--- config.mk ---
export PLATFORM = sky130hd
export DESIGN_NAME = card_dealer
export DESIGN_NICKNAME = d
export VERILOG_FILES = /design/src/rtl/card_pkg.sv /design/src/rtl/card_lfsr.sv /design/src/rtl/card_dealer.sv
export SDC_FILE = /design/constraint.sdc
export NUM_CORES = 1
export LEC_CHECK = 0
export BUFFER_PORTS_ARGS = -buffer_cell sky130_fd_sc_hd__buf_2
export CAP_MARGIN = 40
export CORE_MARGIN = 3
export CORE_UTILIZATION = 65
export CTS_BUF_LIST = sky130_fd_sc_hd__clkbuf_4 sky130_fd_sc_hd__clkbuf_8 sky130_fd_sc_hd__clkbuf_16
export DETAILED_ROUTE_END_ITERATION = 12
export MAX_ROUTING_LAYER = met4
export PLACE_DENSITY_LB_ADDON = 0.25
export SLEW_MARGIN = 20
export SYNTH_ARGS = -nofsm -noshare
export SYNTH_HDL_FRONTEND = slang
export SYNTH_SLANG_ARGS = --single-unit
--- constraint.sdc ---
create_clock -name clk_i -period 8.2 [get_ports clk_i]
set_input_delay 0.41 -clock clk_i [delete_from_list [all_inputs] [get_ports clk_i]]
set_output_delay 0.41 -clock clk_i [all_outputs]
set_load 0.01 [all_outputs]
--- src/rtl/card_pkg.sv ---
// card_pkg: shared constants, FSM state type and card encoding
// for the blackjack card dealer and downstream hand scoring.
package card_pkg;

    localparam int CARD_W    = 8;
    localparam int DECK_SIZE = 52;
    localparam int RANKS     = 13;

    typedef enum logic {
        ST_IDLE  = 1'b0,
        ST_PROBE = 1'b1
    } dealer_state_t;

    // Deck index 0..51 -> {2'b00, suit[1:0], rank[3:0]}, rank 1..13.
    // Subtracting the suit base only on the low nibble is exact
    // because the remainder is always below 16.
    function automatic logic [CARD_W-1:0] card_code(input logic [5:0] idx);
        logic [1:0] s;
        logic [3:0] rk;
        if (idx >= 6'(3*RANKS)) begin
            s  = 2'd3;
            rk = idx[3:0] - 4'((3*RANKS) % 16);
        end else if (idx >= 6'(2*RANKS)) begin
            s  = 2'd2;
            rk = idx[3:0] - 4'((2*RANKS) % 16);
        end else if (idx >= 6'(RANKS)) begin
            s  = 2'd1;
            rk = idx[3:0] - 4'(RANKS % 16);
        end else begin
            s  = 2'd0;
            rk = idx[3:0];
        end
        return {2'b00, s, rk + 4'd1};
    endfunction

endpackage

--- src/rtl/card_lfsr.sv ---
// card_lfsr: free-running 16-bit Galois LFSR, x^16+x^14+x^13+x^11+1.
// Ports: clk_i, rst_i (async, active-low), lfsr_o[15:0]. SEED=0 maps to 1.
module card_lfsr #(
    parameter logic [15:0] SEED = 16'hACE1
) (
    input  logic        clk_i,
    input  logic        rst_i,
    output logic [15:0] lfsr_o
);

    // The all-zero state would lock the register forever.
    localparam logic [15:0] SEED_EFF = (SEED == 16'h0000) ? 16'h0001 : SEED;
    localparam logic [15:0] TAPS     = 16'hB400;

    logic [15:0] r_lfsr;

    always_ff @(posedge clk_i or negedge rst_i) begin
        if (!rst_i) begin
            r_lfsr <= SEED_EFF;
        end else if (r_lfsr[0]) begin
            r_lfsr <= (r_lfsr >> 1) ^ TAPS;
        end else begin
            r_lfsr <= r_lfsr >> 1;
        end
    end

    assign lfsr_o = r_lfsr;

endmodule

--- src/rtl/card_dealer.sv ---
// card_dealer: draws cards without replacement from a 52-card deck.
// Ports: clk_i, rst_i (async low), deal_i, shuffle_i -> card_o[7:0],
// save_o (1-cycle strobe), busy_o, deck_empty_o, cards_left_o[5:0].
// Build option: CARD_DEALER_SEQ_EN deals the deck in index order.
module card_dealer
    import card_pkg::*;
#(
    parameter logic [15:0] SEED = 16'hACE1
) (
    input  logic              clk_i,
    input  logic              rst_i,
    input  logic              deal_i,
    input  logic              shuffle_i,
    output logic [CARD_W-1:0] card_o,
    output logic              save_o,
    output logic              busy_o,
    output logic              deck_empty_o,
    output logic [5:0]        cards_left_o
);

    dealer_state_t      r_state;
    logic [5:0]         r_idx;
    logic [DECK_SIZE-1:0] r_used;
    logic [5:0]         r_left;
    logic [CARD_W-1:0]  r_card;
    logic               r_save;

    logic [15:0]        w_lfsr;
    logic [5:0]         w_cand;

    card_lfsr #(
        .SEED   (SEED)
    ) u_lfsr (
        .clk_i  (clk_i),
        .rst_i  (rst_i),
        .lfsr_o (w_lfsr)
    );

`ifdef CARD_DEALER_SEQ_EN
    // Next undealt position in deck order; probing never advances.
    assign w_cand = 6'(DECK_SIZE) - r_left;
`else
    // Fold 52..63 back onto 0..11.
    assign w_cand = (w_lfsr[5:0] >= 6'(DECK_SIZE)) ?
                    (w_lfsr[5:0] - 6'(DECK_SIZE)) : w_lfsr[5:0];
`endif

    always_ff @(posedge clk_i or negedge rst_i) begin
        if (!rst_i) begin
            r_state <= ST_IDLE;
            r_idx   <= '0;
            r_used  <= '0;
            r_left  <= 6'(DECK_SIZE);
            r_card  <= '0;
            r_save  <= 1'b0;
        end else begin
            r_save <= 1'b0;
            if (shuffle_i) begin
                r_used  <= '0;
                r_left  <= 6'(DECK_SIZE);
                r_state <= ST_IDLE;
            end else begin
                unique case (r_state)
                    ST_IDLE: begin
                        if (deal_i && (r_left != 6'd0)) begin
                            r_idx   <= w_cand;
                            r_state <= ST_PROBE;
                        end
                    end
                    ST_PROBE: begin
                        if (!r_used[r_idx]) begin
                            r_used[r_idx] <= 1'b1;
                            r_card        <= card_code(r_idx);
                            r_save        <= 1'b1;
                            r_left        <= r_left - 6'd1;
                            r_state       <= ST_IDLE;
                        end else if (r_idx == 6'(DECK_SIZE - 1)) begin
                            r_idx <= 6'd0;
                        end else begin
                            r_idx <= r_idx + 6'd1;
                        end
                    end
                    default: r_state <= ST_IDLE;
                endcase
            end
        end
    end

    assign card_o       = r_card;
    assign save_o       = r_save;
    assign cards_left_o = r_left;
    assign busy_o       = (r_state == ST_PROBE);
    assign deck_empty_o = (r_left == 6'd0);

`ifdef CARD_DEALER_SEQ_EN
    logic w_unused;
    assign w_unused = ^w_lfsr;
`endif

endmodule
==> metrics.yaml <==
final_area_um2: 4910
clk_pin_slew_ns: 0.09
num_rows: 29
drive_gt1_frac: 0.149
die-area_um2: 8060
rsz0062_at_grt: "false"
fill_cells: 438
synth_area_leaders: "dfrtp_1 42%, dfstp_2 6.3%, nor2_1 5.3%"
p_int_uw: 743
p_switching_uw: 331
total_power_uw: 1070
finClkSkew_ns: 0.0123
root_buffer: "clkbuf_8"
drt-pass1-iter-count: 6
start_util: 0.694
dpl.hpwl_um: 6750
synthMostInstantiatedCell: "dfrtp_1"
pwr-share-comb: 0.228
fmax_mhz: 301
insertion_delay_ns: 0.37
synthArstFlopShare: 1.00
setup_viol: 0
leakagePower_uw: 0.00216
nNetsFinal: 455
clock_power_share: 0.313
grt_pass1_wl_um: 17000
synth_top_area_cell: "dfrtp_1"
ys.flop_type: "dfrtp_1"
hold_viol: 0
reg2reg_depth: 8
tns_ns: 0
synthesis.area_um2: 4560
die_h_um: 89.8
drv_cap: 0
post_dp_cell_area_um2: 4680
ys_types: 61
period_share: 0.405
postCtsSetupBuffers: 0
layout_min_cycle_time_ns: 3.32
hold_path.class: "reg -> reg"
syn_area_per_cell_um2: 10.5
antenna_cells: 0
core_area_um2: 6570
setup.worst_path.end_class: "flop"
synth_top_area_share: 0.422
worst-path-max-fanout: 19
cts_tree: "built"
syn_to_final_growth_pct: 7.71
final_max_slew_viol_count: 0
syn_inst: 436
critPathLaunchType: "flop"
required_ns: 8.46
clockBufferDepth: 2
ys_ff_latch: 88
powerDensity_nw_per_um2: 219
htreeDepth: 3
seq_area_frac_synth: 0.486
peakVddDrop_v: 0.000145
relSlewSlack: 0.382
gp_congestion: 0.875
multiInputGateArea_um2: 2130
die_x_um: 89.8
ant_nets: 0
hold_depth: 0
cts_sinks: 88
hold_slack_ns: 0.360
portBuffers: 18
cts_made_buffers: 9
grt_pass1_vias: 3320
post_cts_resized: 0
regArea_um2: 2220
crit_type: "reg -> reg"
drc: 0
grt_start_max_net_pins: 72
track_usage: 0.271
yosys_warnings: 0
tightest_slew_ns: 0.925
worstPathArrival_ns: 3.58
switching_share: 0.308
drt_iter0_markers: 369
antenna_found_initial: 0
avgRoutedWirePerCell_um: 18.6
synth_edf_count: 0
netlist_top_cells_count: "77 x dfrtp_1, 65 x nor2_1, 32 x a31oi_1, 24 x a21oi_1, 22 x nand2_1"
pin_count: 21
grt_overflow: 0
outcome: "finished clean"
dp_slack_ns: 4.97
p_seq_frac: 0.459
setup_ws_ns: 4.88
num_vias: 3426
vias_per_cell: 6.39
drt-total-wl_um: 9960
-- per-stage QoR --
step | std cells | util
global placement | 515 | 0.701
CTS | 536 | 0.748
detailed placement | 519 | 0.712
finish | 536 | 0.748
floorplan | 437 | -
global route | 536 | 0.748
-- path summary, 6_finish.rpt --
check | from | endpoint | slack, ns
worst max-delay path | r_idx[0] | r_used[10] | 4.88
worst min register to register | u_lfsr.lfsr_o[6] | u_lfsr.lfsr_o[5] | 0.36
max in group asynchronous | rst_i | cards_left_o[4] | 7.00
worst max register to register | r_idx[0] | r_used[10] | 4.88
min in group asynchronous | rst_i | card_o[3] | 0.52
worst min-delay path | u_lfsr.lfsr_o[6] | u_lfsr.lfsr_o[5] | 0.36
-- cells in the final DEF (no fill, tap or decap), types with 11 or more instances in the layout --
| cell type | synthesis | final |
|---|---|---|
| nor2_1 | 65 | 65 |
| dfrtp_1 | 77 | 77 |
| nand2_1 | 22 | 22 |
| nor2b_1 | 15 | 15 |
| a31oi_1 | 32 | 32 |
| mux2i_1 | 13 | 13 |
| ha_1 | 13 | 13 |
| a21oi_1 | 24 | 24 |
| dfstp_2 | 11 | 11 |
| buf_2 | 7 | 17 |
-- power by group through the flow --
stage	Combinational (µW)	Sequential (µW)	Clock, µW
after global placement	212	511	0
after detailed placement	241	501	0
final	245	494	336
after floorplan	185	488	0
after CTS	243	493	339
after global routing	267	498	362
-- kinds of logic after synthesis --
family	count (synthesis)	synth area share
buffers and inverters	45	0.0488
other	1	0.000822
and+or+nand+nor	148	0.157
AOI/OAI and AO/OA	101	0.147
xor gates and xnor gates	10	0.0192
adders and majority gates	13	0.0357
DFF	88	0.486
muxes	30	0.106
-- registers in the layout, indices dropped and copies added (netlist names) --
name	flops
r_used	52
u_lfsr.lfsr_o	16
card_o	6
cards_left_o	6
r_idx	6
busy_o	1
save_o	1
-- worst max-delay path: stages, from the launching register on --
cell	delay (ns)
dfrtp_1	0.68
buf_8	0.23
mux4_1	0.56
mux2i_1	0.17
o21a_1	0.13
a2111o_1	0.17
and2_1	0.59
nand2_1	0.36
o31ai_1	0.31
-- routing by layer --
| metal | track usage | wire [µm] | vias to the layer above |
|---|---|---|---|
| li1 | - | - | 1549 |
| met1 | 0.380 | 4270 | 1713 |
| met2 | 0.415 | 4850 | 149 |
| met3 | 0.0484 | 693 | 15 |
| met4 | 0.0728 | 144 | 0 |
| met5 | - | 0 | - |
-- area by class of cell --
cell class / count / area share
flip-flops and latches: 88 / 0.451
repair buffers: 25 / 0.0387
clock buffers: 11 / 0.0295
multi-input cells: 304 / 0.433
inverters: 10 / 0.00764
well taps: 93 / 0.0237
clock inverters: 5 / 0.0166
-- timing repair --
| item | in CTS | in global routing |
|---|---|---|
| hold endpoints to repair | 22 | 0 |
| setup endpoints to repair | 0 | 0 |
| hold buffers | 1 | 0 |
Note: power is estimated with default switching activity, not from simulation.
